<file path="src/rtl/matrix_pkg.sv">
// Shared types and sizing helpers for the tiled matrix multiply-accumulate.
package matrix_pkg;

  typedef enum logic [2:0] {
    IDLE  = 3'd0,
    FETCH = 3'd1,
    ISSUE = 3'd2,
    WAIT  = 3'd3,
    WRITE = 3'd4,
    DONE  = 3'd5
  } mmac_state_t;

  function automatic int ceil_div(input int a, input int b);
    return (a + b - 1) / b;
  endfunction

  // Index width that stays legal for a dimension of one.
  function automatic int idx_w(input int n);
    return (n > 1) ? $clog2(n) : 1;
  endfunction

endpackage

</file>
<file path="src/rtl/counter_mod.sv">
// Modulo counter with synchronous clear.
// last flags the terminal count; an increment there wraps to zero.
module counter_mod
  import matrix_pkg::*;
#(
  parameter int MOD = 4
) (
  input  logic                   clk,
  input  logic                   rst,
  input  logic                   clr,
  input  logic                   inc,
  output logic [idx_w(MOD)-1:0]  count,
  output logic                   last
);

  localparam int CW = idx_w(MOD);

  assign last = (count == CW'(MOD - 1));

  always_ff @(posedge clk) begin
    if (rst || clr) begin
      count <= '0;
    end else if (inc) begin
      count <= last ? '0 : count + 1'b1;
    end
  end

endmodule

</file>
<file path="src/rtl/vector_chunk_select.sv">
// Picks chunk t (K lanes) out of a P-lane vector.
// Lanes past P read as zero and are masked off.
module vector_chunk_select
  import matrix_pkg::*;
#(
  parameter int P     = 8,
  parameter int K     = 4,
  parameter int WIDTH = 32
) (
  input  logic [P*WIDTH-1:0]                 vec,
  input  logic [idx_w(ceil_div(P, K))-1:0]   t,
  output logic [K*WIDTH-1:0]                 chunk,
  output logic [K-1:0]                       enable
);

  localparam int T  = ceil_div(P, K);
  localparam int CW = K * WIDTH;
  localparam int PW = T * CW;
  localparam int REM = P % K;
  localparam logic [K-1:0] ONES = '1;
  localparam logic [K-1:0] TAIL =
    (REM == 0) ? ONES : (ONES >> (K - REM));

  logic [PW-1:0] padded;
  logic [PW-1:0] shifted;

  always_comb begin
    padded = '0;
    padded[P*WIDTH-1:0] = vec;
  end

  assign shifted = padded >> (int'(t) * CW);
  assign chunk   = shifted[CW-1:0];
  assign enable  = (int'(t) == T - 1) ? TAIL : ONES;

endmodule

</file>
<file path="src/rtl/matrix_mac_tiled.sv">
// X = A*B or X += A*B, one element at a time, with each dot product
// split into ceil(P/K) chunks chained through the ALU addend.
module matrix_mac_tiled
  import matrix_pkg::*;
#(
  parameter int N     = 4,
  parameter int P     = 8,
  parameter int M     = 3,
  parameter int K     = 4,
  parameter int WIDTH = 32
) (
  input  logic                   clk,
  input  logic                   rst,
  input  logic                   start,
  input  logic                   accumulate,
  output logic                   busy,
  output logic                   finished,
  output logic [idx_w(N)-1:0]    a_row_addr,
  output logic                   a_row_addr_ready,
  input  logic                   a_row_valid,
  input  logic [P*WIDTH-1:0]     a_row_out,
  output logic [idx_w(M)-1:0]    b_col_addr,
  output logic                   b_col_addr_ready,
  input  logic                   b_col_valid,
  input  logic [P*WIDTH-1:0]     b_col_out,
  output logic [idx_w(N)-1:0]    x_read_row_addr,
  output logic [idx_w(M)-1:0]    x_read_col_addr,
  output logic                   x_read_ready,
  input  logic                   x_read_valid,
  input  logic [WIDTH-1:0]       x_read_data,
  output logic [idx_w(N)-1:0]    x_write_row_addr,
  output logic [idx_w(M)-1:0]    x_write_col_addr,
  output logic [WIDTH-1:0]       x_write_data,
  output logic                   x_write_ready,
  output logic [K*WIDTH-1:0]     dot_product_a,
  output logic [K*WIDTH-1:0]     dot_product_b,
  output logic [WIDTH-1:0]       dot_product_c,
  output logic [K-1:0]           dot_product_enable,
  output logic                   dot_product_mode,
  output logic                   vector_mult_alu_ready,
  input  logic                   dot_product_valid,
  input  logic [WIDTH-1:0]       dot_product_out
);

  localparam int T  = ceil_div(P, K);
  localparam int IW = idx_w(N);
  localparam int JW = idx_w(M);
  localparam int TW = idx_w(T);

  mmac_state_t state;

  logic          mode;
  logic          req;
  logic          a_got;
  logic          b_got;
  logic          x_got;
  logic [IW-1:0] i;
  logic [JW-1:0] j;
  logic [TW-1:0] t;
  logic          i_last;
  logic          j_last;
  logic          t_last;
  logic          need_a;
  logic          fetched;
  logic          start_ok;
  logic          enter;
  logic          alu_hit;
  logic          wr;
  logic          wr_last;

  logic [WIDTH-1:0]   acc;
  logic [P*WIDTH-1:0] a_row;
  logic [P*WIDTH-1:0] b_col;
  logic [K-1:0]       en_a;
  logic [K-1:0]       en_b;

  assign need_a   = (j == '0);
  assign fetched  = (a_got | ~need_a) & b_got & (x_got | ~mode);
  assign start_ok = (state == IDLE) & start;
  assign alu_hit  = (state == WAIT) & dot_product_valid;
  assign wr       = (state == WRITE);
  assign wr_last  = i_last & j_last;
  assign enter    = start_ok | (wr & ~wr_last);

  counter_mod #(.MOD(N)) u_i (
    .clk   (clk),
    .rst   (rst),
    .clr   (start_ok),
    .inc   (wr & j_last),
    .count (i),
    .last  (i_last)
  );

  counter_mod #(.MOD(M)) u_j (
    .clk   (clk),
    .rst   (rst),
    .clr   (start_ok),
    .inc   (wr),
    .count (j),
    .last  (j_last)
  );

  counter_mod #(.MOD(T)) u_t (
    .clk   (clk),
    .rst   (rst),
    .clr   (start_ok),
    .inc   (alu_hit),
    .count (t),
    .last  (t_last)
  );

  always_ff @(posedge clk) begin
    if (rst) begin
      state <= IDLE;
      mode  <= 1'b0;
      req   <= 1'b0;
      a_got <= 1'b0;
      b_got <= 1'b0;
      x_got <= 1'b0;
      acc   <= '0;
    end else begin
      // Every element starts from fresh flags and a zero addend.
      if (enter) begin
        req   <= 1'b1;
        a_got <= 1'b0;
        b_got <= 1'b0;
        x_got <= 1'b0;
        acc   <= '0;
      end
      unique case (state)
        IDLE: begin
          if (start) begin
            mode  <= accumulate;
            state <= FETCH;
          end
        end
        FETCH: begin
          req <= 1'b0;
          if (a_row_valid && need_a && !a_got) a_got <= 1'b1;
          if (b_col_valid && !b_got) b_got <= 1'b1;
          if (x_read_valid && mode && !x_got) begin
            x_got <= 1'b1;
            acc   <= x_read_data;
          end
          if (fetched) state <= ISSUE;
        end
        ISSUE: state <= WAIT;
        WAIT: begin
          if (dot_product_valid) begin
            acc   <= dot_product_out;
            state <= t_last ? WRITE : ISSUE;
          end
        end
        WRITE: state <= wr_last ? DONE : FETCH;
        DONE:  state <= IDLE;
        default: state <= IDLE;
      endcase
    end
  end

  // Operand buffers carry no reset; the flags decide when they are valid.
  always_ff @(posedge clk) begin
    if (state == FETCH && a_row_valid && need_a && !a_got) a_row <= a_row_out;
    if (state == FETCH && b_col_valid && !b_got) b_col <= b_col_out;
  end

  vector_chunk_select #(.P(P), .K(K), .WIDTH(WIDTH)) u_sel_a (
    .vec    (a_row),
    .t      (t),
    .chunk  (dot_product_a),
    .enable (en_a)
  );

  vector_chunk_select #(.P(P), .K(K), .WIDTH(WIDTH)) u_sel_b (
    .vec    (b_col),
    .t      (t),
    .chunk  (dot_product_b),
    .enable (en_b)
  );

  assign dot_product_enable    = en_a & en_b;
  assign dot_product_c         = acc;
  assign dot_product_mode      = 1'b1;
  assign vector_mult_alu_ready = (state == ISSUE);

  assign busy     = (state != IDLE);
  assign finished = (state == DONE);

  assign a_row_addr       = i;
  assign b_col_addr       = j;
  assign x_read_row_addr  = i;
  assign x_read_col_addr  = j;
  assign x_write_row_addr = i;
  assign x_write_col_addr = j;
  assign x_write_data     = acc;

  assign a_row_addr_ready = (state == FETCH) & req & need_a;
  assign b_col_addr_ready = (state == FETCH) & req;
  assign x_read_ready     = (state == FETCH) & req & mode;
  assign x_write_ready    = wr;

endmodule

</file>
<file path="config.mk">
export PLATFORM = sky130hd
export DESIGN_NAME = matrix_mac_tiled
export DESIGN_NICKNAME = d
export VERILOG_FILES = /design/src/rtl/matrix_pkg.sv /design/src/rtl/counter_mod.sv /design/src/rtl/vector_chunk_select.sv /design/src/rtl/matrix_mac_tiled.sv
export SDC_FILE = /design/constraint.sdc
export NUM_CORES = 1
export LEC_CHECK = 0
export ABC_AREA = 0
export BUFFER_PORTS_ARGS = -buffer_cell sky130_fd_sc_hd__buf_2
export CORE_AREA = 2 2 359 361
export CTS_CLUSTER_SIZE = 14
export DETAILED_ROUTE_END_ITERATION = 6
export DIE_AREA = 0 0 361 363
export PLACE_DENSITY = 0.32
export SYNTH_ARGS = -nofsm -noshare
export SYNTH_HDL_FRONTEND = slang
export SYNTH_HIERARCHICAL = 1
export SYNTH_SLANG_ARGS = --single-unit
export TNS_END_PERCENT = 30
</file>
<file path="constraint.sdc">
create_clock -name clk -period 14.4 [get_ports clk]
set_input_delay 2.88 -clock clk [delete_from_list [all_inputs] [get_ports clk]]
set_output_delay 2.88 -clock clk [all_outputs]
set_load 0.05 [all_outputs]
</file>
After elaboration in Yosys (flattened, before gate mapping)
Cells that the tools add are included.
{"block": "op_classes", "add_sub_neg": 3, "n_mul": 0, "n_div": 0, "order_cmp": 0, "n_eq_ne": 10, "shifts": 2, "muxes": 22, "n_bitwise": 16, "reduce_logical": 20}
{"cell": "256-bit by 8-bit >> shifter with 128-bit output", "n": 2}
{"cell": "32-bit two-way mux", "n": 3}
{"cell": "32-bit one-hot mux with 2 select lines", "n": 1}
{"cell": "3-bit two-way mux", "n": 5}
{"cell": "3-bit one-hot mux with 5 select lines", "n": 1}
{"cell": "1-bit AND", "n": 10}
{"cell": "1-bit logical AND", "n": 10}
{"cell": "1-bit two-way mux", "n": 10}
{"cell": "3-bit by 2-bit equality test with 1-bit output (second input constant)", "n": 2}
{"cell": "3-bit equality test (second input constant)", "n": 2}
{"cell": "2-bit inequality test (second input constant)", "n": 3}
{"cell": "2-bit by 1-bit adder with 2-bit output (second input constant)", "n": 2}
{"cell": "2-bit equality test (second input constant)", "n": 2}
{"cell": "2-bit two-way mux", "n": 2}
{"cell": "3-bit by 1-bit equality test with 1-bit output (second input constant)", "n": 1}
{"cell": "1-bit logical NOT", "n": 3}
{"cell": "3-bit logical NOT", "n": 1}
{"cell": "1-bit NOT", "n": 3}
{"cell": "1-bit OR", "n": 3}
{"cell": "3-bit AND reduction", "n": 1}
{"cell": "3-bit nonzero test", "n": 1}
{"cell": "2-bit logical NOT", "n": 1}
{"cell": "2-bit AND reduction", "n": 1}
{"cell": "2-bit OR reduction", "n": 1}
{"cell": "other kinds (2)", "n": 2}
{"block": "word_totals", "register_bits": 557, "latchBits": 0, "ramBits": 0, "rom_bits": 0, "in_bits": 584, "out_inout_bits": 344, "word_cells": 85, "memories": 0}

Longest topological paths before layout
Gate-level depths: netlist of run 1.
{"block": "logic_depth", "ltp_word": 8, "depth_mapped": 6, "mapped_depth_nobuf": 5}

Modules after synthesis
Netlist of run 1, hierarchy kept.
{"module": "matrix_mac_tiled", "n_inst": 1, "cells_per_inst": 724, "area_per_inst_um2": 17464.2, "seq_area_each_um2": 16175.5}
{"module": "vector_chunk_select", "n_inst": 2, "cells_per_inst": 147, "area_per_inst_um2": 1652.8, "seq_area_each_um2": 0.0}
{"module": "counter_mod (u_i)", "n_inst": 1, "cells_per_inst": 8, "area_per_inst_um2": 95.1, "seq_area_each_um2": 40.0}
{"module": "counter_mod (u_j)", "n_inst": 1, "cells_per_inst": 9, "area_per_inst_um2": 95.1, "seq_area_each_um2": 40.0}
{"module": "counter_mod (u_t)", "n_inst": 1, "cells_per_inst": 4, "area_per_inst_um2": 46.3, "seq_area_each_um2": 20.0}

Least setup slack after synthesis of run 1
Ideal clock, no wire load.
{"block": "synth_timing", "path_kind": "input to register", "startpoint": "input a_row_valid", "endpoint": "register a_row[0], enable pin", "setup_time_ps": 653, "arrival_time_ps": 8751, "required_ps": 13747, "setup_slack_ps": 4996, "stages": 1, "path_buffers": 0, "cell_sequence": "and3_1"}
{"block": "synth_via", "elab_chain_cells": 3}
{"item": "start, declared", "line_no": "matrix_mac_tiled.sv:20", "source": "input logic a_row_valid,"}
{"item": "1-bit logical AND (3 in a row)", "line_no": "matrix_mac_tiled.sv:163", "source": "if (state == FETCH && a_row_valid && need_a && !a_got) a_row <= a_row_out;"}
{"item": "end signal, assigned", "line_no": "matrix_mac_tiled.sv:163"}
{"item": "end, declared", "line_no": "matrix_mac_tiled.sv:72", "source": "logic [P*WIDTH-1:0] a_row;"}
No other way between the ends.
A chain may end at the register's enable or synchronous reset.

Final worst setup path of run 1
{"block": "layout_timing", "startpoint": "register u_t.count", "endpoint": "output dot_product_a[17]"}
{"block": "layout_via", "elab_chain_cells": 1}
{"item": "start, declared", "line_no": "counter_mod.sv:12", "source": "output logic [idx_w(MOD)-1:0] count,"}
{"item": "start signal, assigned", "line_no": "counter_mod.sv:24", "source": "count <= last ? '0 : count + 1'b1;"}
{"item": "256-bit by 8-bit >> shifter with 128-bit output", "line_no": "vector_chunk_select.sv:32", "source": "assign shifted = padded >> (int'(t) * CW);"}
{"item": "end, declared", "line_no": "matrix_mac_tiled.sv:35", "source": "output logic [K*WIDTH-1:0] dot_product_a,"}
No other way between the ends.

==> results of run 1 <==
## power groups by stage
stage | sequential, mW | combinational, mW | clock [mW]
after global placement | 1.90 | 0.313 | 0
after CTS | 1.86 | 0.316 | 1.88
after detailed placement | 1.90 | 0.315 | 0
after floorplan | 1.91 | 0.172 | 0
after global routing | 1.87 | 0.329 | 1.94
final | 1.86 | 0.310 | 1.80
## routing by layer
metal / GRT usage [%] / share of wire (%) / vias to the layer above
met2: 20.8 / 52 / 704
li1: - / - / 5894
met4: 4.59 / 3.3 / 26
met1: 11.8 / 35 / 6249
met5: 0 / 0.22 / -
met3: 4.58 / 9.4 / 169
## cells in the mapped netlist (all sizes together) (2+ instances only)
| library cell | number |
|---|---|
| buf | 72 |
| or3b | 2 |
| mux2i | 2 |
| conb | 3 |
| nand2b | 3 |
| mux2 | 256 |
| dfxtp | 45 |
| and2 | 37 |
| nor3 | 4 |
| and3 | 4 |
| edfxtp | 512 |
| o211ai | 2 |
| nor2 | 7 |
| nand2 | 3 |
| a221o | 32 |
| inv | 2 |
| nor3b | 4 |
| a21oi | 4 |
| nand3b | 2 |
| clkbuf | 19 |
| nand3 | 4 |
| a211oi | 4 |
| nor2b | 2 |
## cell families (layout without fill, tap and decap cells)
group,Yosys count,count (layout)
DFF,557,557
muxes,258,258
buffers and inverters,93,1060
and+or+nand+nor,78,78
AOI/OAI and AO/OA,48,48
other,3,23
adders and majority gates,1,1
xor gates and xnor gates,1,1
## how the worst min path moves through the flow
| stage | slack [ns] | to | startpoint |
|---|---|---|---|
| floorplan | 0.45 | req | req |
| global placement | 0.48 | req | req |
| detailed placement | 0.48 | req | req |
| CTS | 0.49 | req | req |
| global route | 0.53 | dot_product_c[2] | dot_product_c[2] |
| finish | 0.49 | req | req |
## flip-flops by register name, indices dropped and copies added, names as in the netlist
register and count:
x_got 1, a_row 256, u_t/count 1, b_got 1, u_i/count 2, req 1
a_got 1, dot_product_c 32, u_j/count 2, state 3, mode 1, b_col 256
## final cells by class
class | count | area share (%)
sequential | 557 | 55.4
timing repair buffer | 932 | 16.0
multi-input combinational | 395 | 13.4
tap | 1662 | 7.08
clock buffer | 89 | 6.49
clock inverter | 37 | 1.46
antenna | 14 | 0.119
inverter | 2 | 0.0255
## per-stage QoR
stage / cells / hold slack, ns / util [%]
floorplan: 1045 / 0.446 / -
global placement: 3548 / 0.477 / 21.3
detailed placement: 3548 / 0.480 / 21.3
CTS: 3674 / 0.492 / 23.1
global route: 3679 / 0.526 / 23.1
finish: 3688 / 0.488 / 23.1
## critical path, stage by stage, from the launching register on
cell and delay (ns):
sky130_fd_sc_hd__dfxtp_4 0.94, sky130_fd_sc_hd__buf_4 0.80, sky130_fd_sc_hd__buf_4 0.64, sky130_fd_sc_hd__mux2_2 0.41
sky130_fd_sc_hd__buf_2 0.21
==> out/summary.log, run 1 <==
INFO  finish         multi_input_comb_area=3940squm
INFO  global_routing via_count_of_the_first_global_routing_pass=13800
INFO  power_and_ir_drop power.sequential.fraction=46.9%
INFO  synthesis      synth_ff_type=sky130_fd_sc_hd__edfxtp_1
INFO  critical_path  r2r-start=state[0]
INFO  finish         most_frequent_standard_cell_in_the_layout_excluding_fill_and_tap_cells=sky130_fd_sc_hd__buf_2
INFO  timing         finalSetupViolCount=0
INFO  timing         worst_pin_slew=1.09ns
INFO  finish         layout_nets=2544
INFO  power_and_ir_drop power_frac_clock=45.3%
INFO  critical_path  critical_path_required=11.52ns
INFO  timing         slew_headroom=27.2%
INFO  clock_network  tritoncts=yes
INFO  routing        drtPass1Iterations=5
INFO  clock_network  post_cts_resized=0
INFO  worst_hold_path worst_hold_path_type=flip-flop to flip-flop
INFO  die            floorplan.io_pins=928
INFO  die            floorplan.initialDensity=16.5%
INFO  routing        drt_wl_total=78500um
INFO  synthesis      ys_warnings=6
INFO  synthesis      synth-compound-area-share=2.11%
INFO  place          placement.cell_area=27000squm
INFO  die            core-area=127000squm
INFO  clock_network  postCtsSetupRepairBufs=0
INFO  critical_path  worst_setup_path_startpoint=u_t/count
INFO  routing        routed-via-count=13000
INFO  job            max-cap-violations=0
INFO  timing         final-max-slew-violation-count=0
INFO  power_and_ir_drop p_int=3.02mW
INFO  die            die-height=363um
INFO  clock_network  clk-insertion-delay-late=0.66ns
INFO  critical_path  r2r_setup_slack=10.69ns
INFO  synthesis      syn-instance-count=1039
INFO  clock_network  cts-htree-levels=3
INFO  timing         period_needed=6.77ns
INFO  power_and_ir_drop power_switching_share=24.1%
INFO  synthesis      synth.mux.area_fraction=13.8%
INFO  routing        drt.antenna.violating_nets=0
INFO  synthesis      yosysTopAreaCell=sky130_fd_sc_hd__edfxtp_1
INFO  synthesis      syn_area_per_cell=20.2squm
INFO  critical_path  reg2regPathDepth=4
INFO  synthesis      synth_top_family_by_area=multiplexers
INFO  clock_network  numClockSinks=557
INFO  finish         stdcell_area=29400squm
INFO  place          port_buffers=922
INFO  global_routing maximum_number_of_pins_on_one_net_before_global_route_repair=166
INFO  finish         num-fill-cells=13400
INFO  power_and_ir_drop report.power.total=3.97mW
INFO  clock_network  ctsHoldBuffers=0
INFO  place          hpwl=60600um
INFO  power_and_ir_drop share_comb_of_total_power=7.8%
INFO  global_routing grt_first_pass_wirelength=106000um
INFO  timing         fin_tns_setup=0ns
INFO  power_and_ir_drop leakage=11.3nW
INFO  global_routing global_route.overflow_total=0
INFO  place          gp_routability_congestion=0.847
INFO  outcome        status=completed
INFO  routing        dr.first_iter.drc_count=771
INFO  synthesis      synth_top_area_share=73.2%
INFO  synthesis      ys_async_sr_fraction=0%
INFO  synthesis      synth-seq-area-share=77.5%
INFO  timing         setup_repair_after_global_routing_missed_its_margin=false
INFO  finish         seqCellArea=16300squm
INFO  die            placementRows=131
INFO  timing         layout_worst_path_cycle_share=47.0%
INFO  synthesis      yosys.area_share.xor_xnor=0.0417%
INFO  critical_path  endpoint=dot_product_a[17]
INFO  routing        wire_per_inst=21.3um
INFO  synthesis      netlist_area=21000squm
INFO  place          post-place-ws=8.15ns
INFO  critical_path  worst_r2r_endpoint=a_row[53]
INFO  timing         skew=0.0222ns
INFO  die            horizontal_extent_of_the_die=361um
INFO  power_and_ir_drop power_per_cell_area=135nW/um^2
INFO  clock_network  clkTransAtPathRegs=0.06ns
INFO  power_and_ir_drop ir_drop=0.0737mV
INFO  finish         layout-drive-gt1-share=64.7%
INFO  die            die_area=131000squm
INFO  global_routing initial_antenna_violation_count=51
INFO  synthesis      synth_simple_gate_area_share=2.48%
INFO  worst_hold_path timing.hold.worst_path_depth=1
INFO  critical_path  criticalPathCategory=flip-flop to output pin
INFO  critical_path  cp_data_arrival_time=3.89ns
INFO  synthesis      synth-adder-area-share=0.0596%
INFO  finish         final_cell_mix=sky130_fd_sc_hd__buf_2, sky130_fd_sc_hd__edfxtp_1, sky130_fd_sc_hd__mux2_2
INFO  power_and_ir_drop power.switching=0.957mW
INFO  timing         number_of_hold_slack_violations_in_the_final_timing_report=0
INFO  routing        post_drt_via_cell_ratio=3.54
INFO  critical_path  crit_path_max_fanout=63
INFO  synthesis      synth_top_cells_by_area=sky130_fd_sc_hd__edfxtp_1, sky130_fd_sc_hd__mux2_2, sky130_fd_sc_hd__dfxtp_1
INFO  critical_path  nature_of_the_critical_path_endpoint=output pin
INFO  global_routing grt_util_all_layers=11.5%
INFO  timing         final.setup.worst_slack=7.63ns
INFO  synthesis      count_of_unique_library_cells_instantiated_by_yosys=44
INFO  timing         fmax=0.148GHz
INFO  clock_network  tritoncts.num_buffers=71
INFO  finish         syn2layout_area_growth=39.9%
INFO  critical_path  worst_setup_path_start_kind=flip-flop
INFO  routing        drt_drc_violations_left=0
INFO  synthesis      ys_seq_elements=557
INFO  clock_network  max-clock-path-buffers=3
INFO  synthesis      synth_enable_flop_cells=512
INFO  clock_network  ctsRootBufferMaster=sky130_fd_sc_hd__clkbuf_16
Note: power is estimated with default switching activity, not from simulation.
==> inputs of run 2 (changes only) <==
--- a/config.mk
+++ b/config.mk
@@ -5,13 +5,13 @@
 export SDC_FILE = /design/constraint.sdc
 export NUM_CORES = 1
 export LEC_CHECK = 0
-export ABC_AREA = 0
+export ABC_AREA = 1
 export BUFFER_PORTS_ARGS = -buffer_cell sky130_fd_sc_hd__buf_2
-export CORE_AREA = 2 2 359 361
+export CORE_AREA = 2 2 364 366
 export CTS_CLUSTER_SIZE = 14
 export DETAILED_ROUTE_END_ITERATION = 6
-export DIE_AREA = 0 0 361 363
-export PLACE_DENSITY = 0.32
+export DIE_AREA = 0 0 366 368
+export PLACE_DENSITY = 0.33
 export SYNTH_ARGS = -nofsm -noshare
 export SYNTH_HDL_FRONTEND = slang
 export SYNTH_HIERARCHICAL = 1
==> constraint.sdc (replaced) <==
create_clock -name clk -period 6 [get_ports clk]
set_input_delay 1.2 -clock clk [delete_from_list [all_inputs] [get_ports clk]]
set_output_delay 1.2 -clock clk [all_outputs]
set_load 0.05 [all_outputs]
==> run 2 against run 1 <==
Compared with the run above:
- clock power rose by 140%
- critical path depth up 1
- sequential share of layout area is 1.0 points lower
- power rose by 150%
- utilization is 0.25 points lower
- cell area rose by 1.9%
- setup slack lost 5.5 ns
- die area increased by 2.8%
- area after synthesis up 3.3%
- clock skew increased by 0.0022 ns
- count of clock-buffer cells in the layout rose by 9
- sequential power grew 140%
- critical endpoint is now dot_product_b[65]
- largest power group unchanged
==> out/summary.log, run 2 <==
INFO  synthesis      ys_async_sr_fraction=0% [unchanged]
INFO  place          placement.cell_area=27600squm [+2.3%]
INFO  global_routing grt.met1_usage=13.4% [+1.6 points]
INFO  clock_network  clk-insertion-delay-late=0.65ns [about the same]
INFO  power_and_ir_drop leakage=12.8nW [+13%]
INFO  synthesis      ys_seq_elements=557 [unchanged]
INFO  global_routing globalRouteMet3Util=4.61% [+0.033 points]
INFO  clock_network  ctsHoldBuffers=0 [unchanged]
INFO  die            die-height=368um [+1.4%]
INFO  synthesis      synth_ff_type=sky130_fd_sc_hd__edfxtp_1
INFO  synthesis      synth_enable_flop_cells=512 [unchanged]
INFO  die            horizontal_extent_of_the_die=366um [+1.4%]
INFO  timing         setup_repair_after_global_routing_missed_its_margin=false
INFO  routing        post_drt_via_cell_ratio=3.51 [-0.85%]
INFO  timing         worst_pin_slew=1.06ns [-0.0286 ns]
INFO  routing        wire_per_inst=19.4um [-8.6%]
INFO  finish         final_cell_mix=sky130_fd_sc_hd__buf_2, sky130_fd_sc_hd__nand2_1, sky130_fd_sc_hd__edfxtp_1
INFO  global_routing grt_util_all_layers=12.5% [+0.99 points]
INFO  die            core-area=131000squm [+3.0%]
INFO  synthesis      netlist_area=21700squm [+3.3%]
INFO  synthesis      syn_area_per_cell=12.4squm [-39%]
INFO  clock_network  cts-htree-levels=3 [unchanged]
INFO  critical_path  nature_of_the_critical_path_endpoint=output pin
INFO  finish         syn2layout_area_growth=37.9%
INFO  clock_network  ctsRootBufferMaster=sky130_fd_sc_hd__clkbuf_16
INFO  finish         multi_input_comb_area=4100squm [+4.2%]
INFO  power_and_ir_drop report.power.total=9.83mW [+150%]
INFO  power_and_ir_drop power_per_cell_area=328nW/um^2 [+140%]
INFO  clock_network  post_cts_resized=0 [unchanged]
INFO  global_routing global_route.overflow_total=0 [unchanged]
INFO  routing        drt.antenna.violating_nets=0 [unchanged]
INFO  synthesis      synth_top_area_share=70.8% [-2.4 points]
INFO  timing         slew_headroom=29.1% [+1.9 points]
INFO  synthesis      synth_commonest_cells=sky130_fd_sc_hd__nand2_1, sky130_fd_sc_hd__edfxtp_1, sky130_fd_sc_hd__inv_1
INFO  critical_path  criticalPathCategory=flip-flop to output pin
INFO  timing         final-max-slew-violation-count=0 [unchanged]
INFO  global_routing global_route.peak_usage_layer=met2
INFO  global_routing grt_first_pass_wirelength=119000um [+12%]
INFO  outcome        status=completed
INFO  finish         layout-drive-gt1-share=39.9% [-25 points]
INFO  finish         num-fill-cells=14400 [+7.0%]
INFO  synthesis      yosysTopAreaCell=sky130_fd_sc_hd__edfxtp_1
INFO  worst_hold_path worst_hold_path_type=flip-flop to flip-flop
INFO  place          hpwl=64200um [+6.0%]
INFO  critical_path  worst_setup_path_start_kind=flip-flop
INFO  routing        drt_drc_violations_left=0 [unchanged]
INFO  critical_path  cp_data_arrival_time=2.71ns [-1.18 ns]
INFO  global_routing via_count_of_the_first_global_routing_pass=15800 [+15%]
INFO  routing        routed-via-count=15700 [+20%]
INFO  synthesis      synth-seq-area-share=75.0% [-2.5 points]
INFO  global_routing maximum_number_of_pins_on_one_net_before_global_route_repair=149 [-10%]
INFO  finish         seqCellArea=16300squm [unchanged]
INFO  timing         layout_worst_path_cycle_share=65.2%
INFO  die            placementRows=133 [+1.5%]
INFO  routing        drtPass1Iterations=4 [-1]
INFO  finish         layout.core_utilization=22.9% [-0.25 points]
INFO  routing        dr.first_iter.drc_count=803 [+4.2%]
INFO  synthesis      ys_warnings=6 [unchanged]
INFO  routing        drt_wl_total=87000um [+11%]
INFO  clock_network  tritoncts.num_buffers=74 [+4.2%]
INFO  place          gp_routability_congestion=0.814 [-3.9%]
INFO  clock_network  numClockSinks=557 [unchanged]
INFO  power_and_ir_drop ir_drop=0.192mV [+160%]
INFO  job            max-cap-violations=0 [unchanged]
INFO  critical_path  crit_path_max_fanout=54 [-14%]
INFO  finish         most_frequent_standard_cell_in_the_layout_excluding_fill_and_tap_cells=sky130_fd_sc_hd__buf_2
INFO  place          port_buffers=922 [unchanged]
INFO  timing         fmax=0.255GHz
INFO  die            floorplan.io_pins=928 [unchanged]
INFO  clock_network  postCtsSetupRepairBufs=0 [unchanged]
INFO  synthesis      count_of_unique_library_cells_instantiated_by_yosys=30 [-32%]
INFO  global_routing initial_antenna_violation_count=49 [-3.9%]
INFO  die            floorplan.initialDensity=16.6% [+0.057 points]
INFO  critical_path  critical_path_required=4.80ns [-6.72 ns]
INFO  die            die_area=135000squm [+2.8%]
INFO  timing         number_of_hold_slack_violations_in_the_final_timing_report=0 [unchanged]
INFO  finish         stdcell_area=29900squm [+1.9%]
INFO  synthesis      yosysMostFrequentCell=sky130_fd_sc_hd__nand2_1
INFO  timing         finalSetupViolCount=0 [unchanged]
INFO  clock_network  max-clock-path-buffers=3 [unchanged]
INFO  finish         layout_nets=3234 [+27%]
INFO  global_routing grtUsageMet2=22.3% [+1.5 points]
INFO  clock_network  tritoncts=yes
INFO  synthesis      syn-instance-count=1752 [+69%]
INFO  clock_network  clkTransAtPathRegs=0.06ns [about the same]
INFO  timing         skew=0.0244ns [+0.00223 ns]
INFO  timing         period_needed=3.91ns
INFO  synthesis      synth_top_cells_by_area=sky130_fd_sc_hd__edfxtp_1, sky130_fd_sc_hd__nand2_1, sky130_fd_sc_hd__dfxtp_1
[run 2: cell count changes after synthesis, moves of 4 or more]
cell                       previous run  this run
sky130_fd_sc_hd__buf_6               17        57
sky130_fd_sc_hd__a21oi_2              0        29
sky130_fd_sc_hd__nor2_1               7        15
sky130_fd_sc_hd__a221o_1             32         0
sky130_fd_sc_hd__nand2_1              3       890
sky130_fd_sc_hd__nand3_1              4        39
sky130_fd_sc_hd__and2_1              37         0
sky130_fd_sc_hd__inv_2                0         5
sky130_fd_sc_hd__a21oi_1              4        11
sky130_fd_sc_hd__and3_1               4         0
sky130_fd_sc_hd__clkbuf_8            16         1
sky130_fd_sc_hd__inv_1                2        60
sky130_fd_sc_hd__mux2_2             256         0
[run 2: critical path, cell delays in order, from the launching register on]
cell and delay, ns:
sky130_fd_sc_hd__dfxtp_4 0.44, sky130_fd_sc_hd__inv_4 0.40, sky130_fd_sc_hd__buf_4 0.65, sky130_fd_sc_hd__nand2_1 0.12, sky130_fd_sc_hd__nand2_1 0.16, sky130_fd_sc_hd__buf_2 0.29
[run 2: through the flow]
stage | setup TNS [ns] | cells | hold slack, ns | setup slack [ns]
floorplan | -217.70 | 1758 | 0.440 | -0.850
global placement | 0 | 4328 | 0.452 | 2.66
detailed placement | 0 | 4328 | 0.457 | 2.63
CTS | 0 | 4457 | 0.466 | 1.91
global route | 0 | 4471 | 0.479 | 1.86
finish | 0 | 4474 | 0.463 | 2.09
[run 2: path summary, 6_finish.rpt]
path	startpoint	endpoint	slack (ns)	depth (start not counted)
setup / recovery	u_t/count	dot_product_b[65]	2.09	5
hold / removal	b_got	b_got	0.46	2
setup reg to reg	state[2]	a_row[163]	3.51	8
hold reg to reg	b_got	b_got	0.46	2
[run 2: where the power goes]
part           internal (mW)  switching, mW  total (mW)
sequential              4.49         0.0653        4.55
clock                   2.43           1.82        4.25
combinational          0.267          0.766        1.03
[run 2: cell families (layout without fill, tap and decap cells)]
group,Yosys count,count (layout),synth area share [%]
flip-flops,557,557,75.0
adder cells (fa/ha/maj),1,1,0.0576
AO/OA/AOI/OAI,45,45,1.57
other,3,26,0.0519
AND/OR/NAND/NOR,959,959,17.1
buffers and inverters,187,1131,6.21
[run 2: cell type report]
| type | instances | share of cell area, % |
|---|---|---|
| clock inverters | 31 | 1.02 |
| repair buffers | 937 | 16.0 |
| inverters | 65 | 0.869 |
| diodes | 17 | 0.142 |
| multi-input cells | 1014 | 13.7 |
| well taps | 1755 | 7.33 |
| flip-flops and latches | 557 | 54.4 |
| clock buffers | 98 | 6.52 |
[run 2: layer usage]
layer  routed length [um]  up-vias
met1                32100     7359
met2                45500      547
met3                 6510      173
li1                     -     7570
met4                 2660       38
met5                  211        -
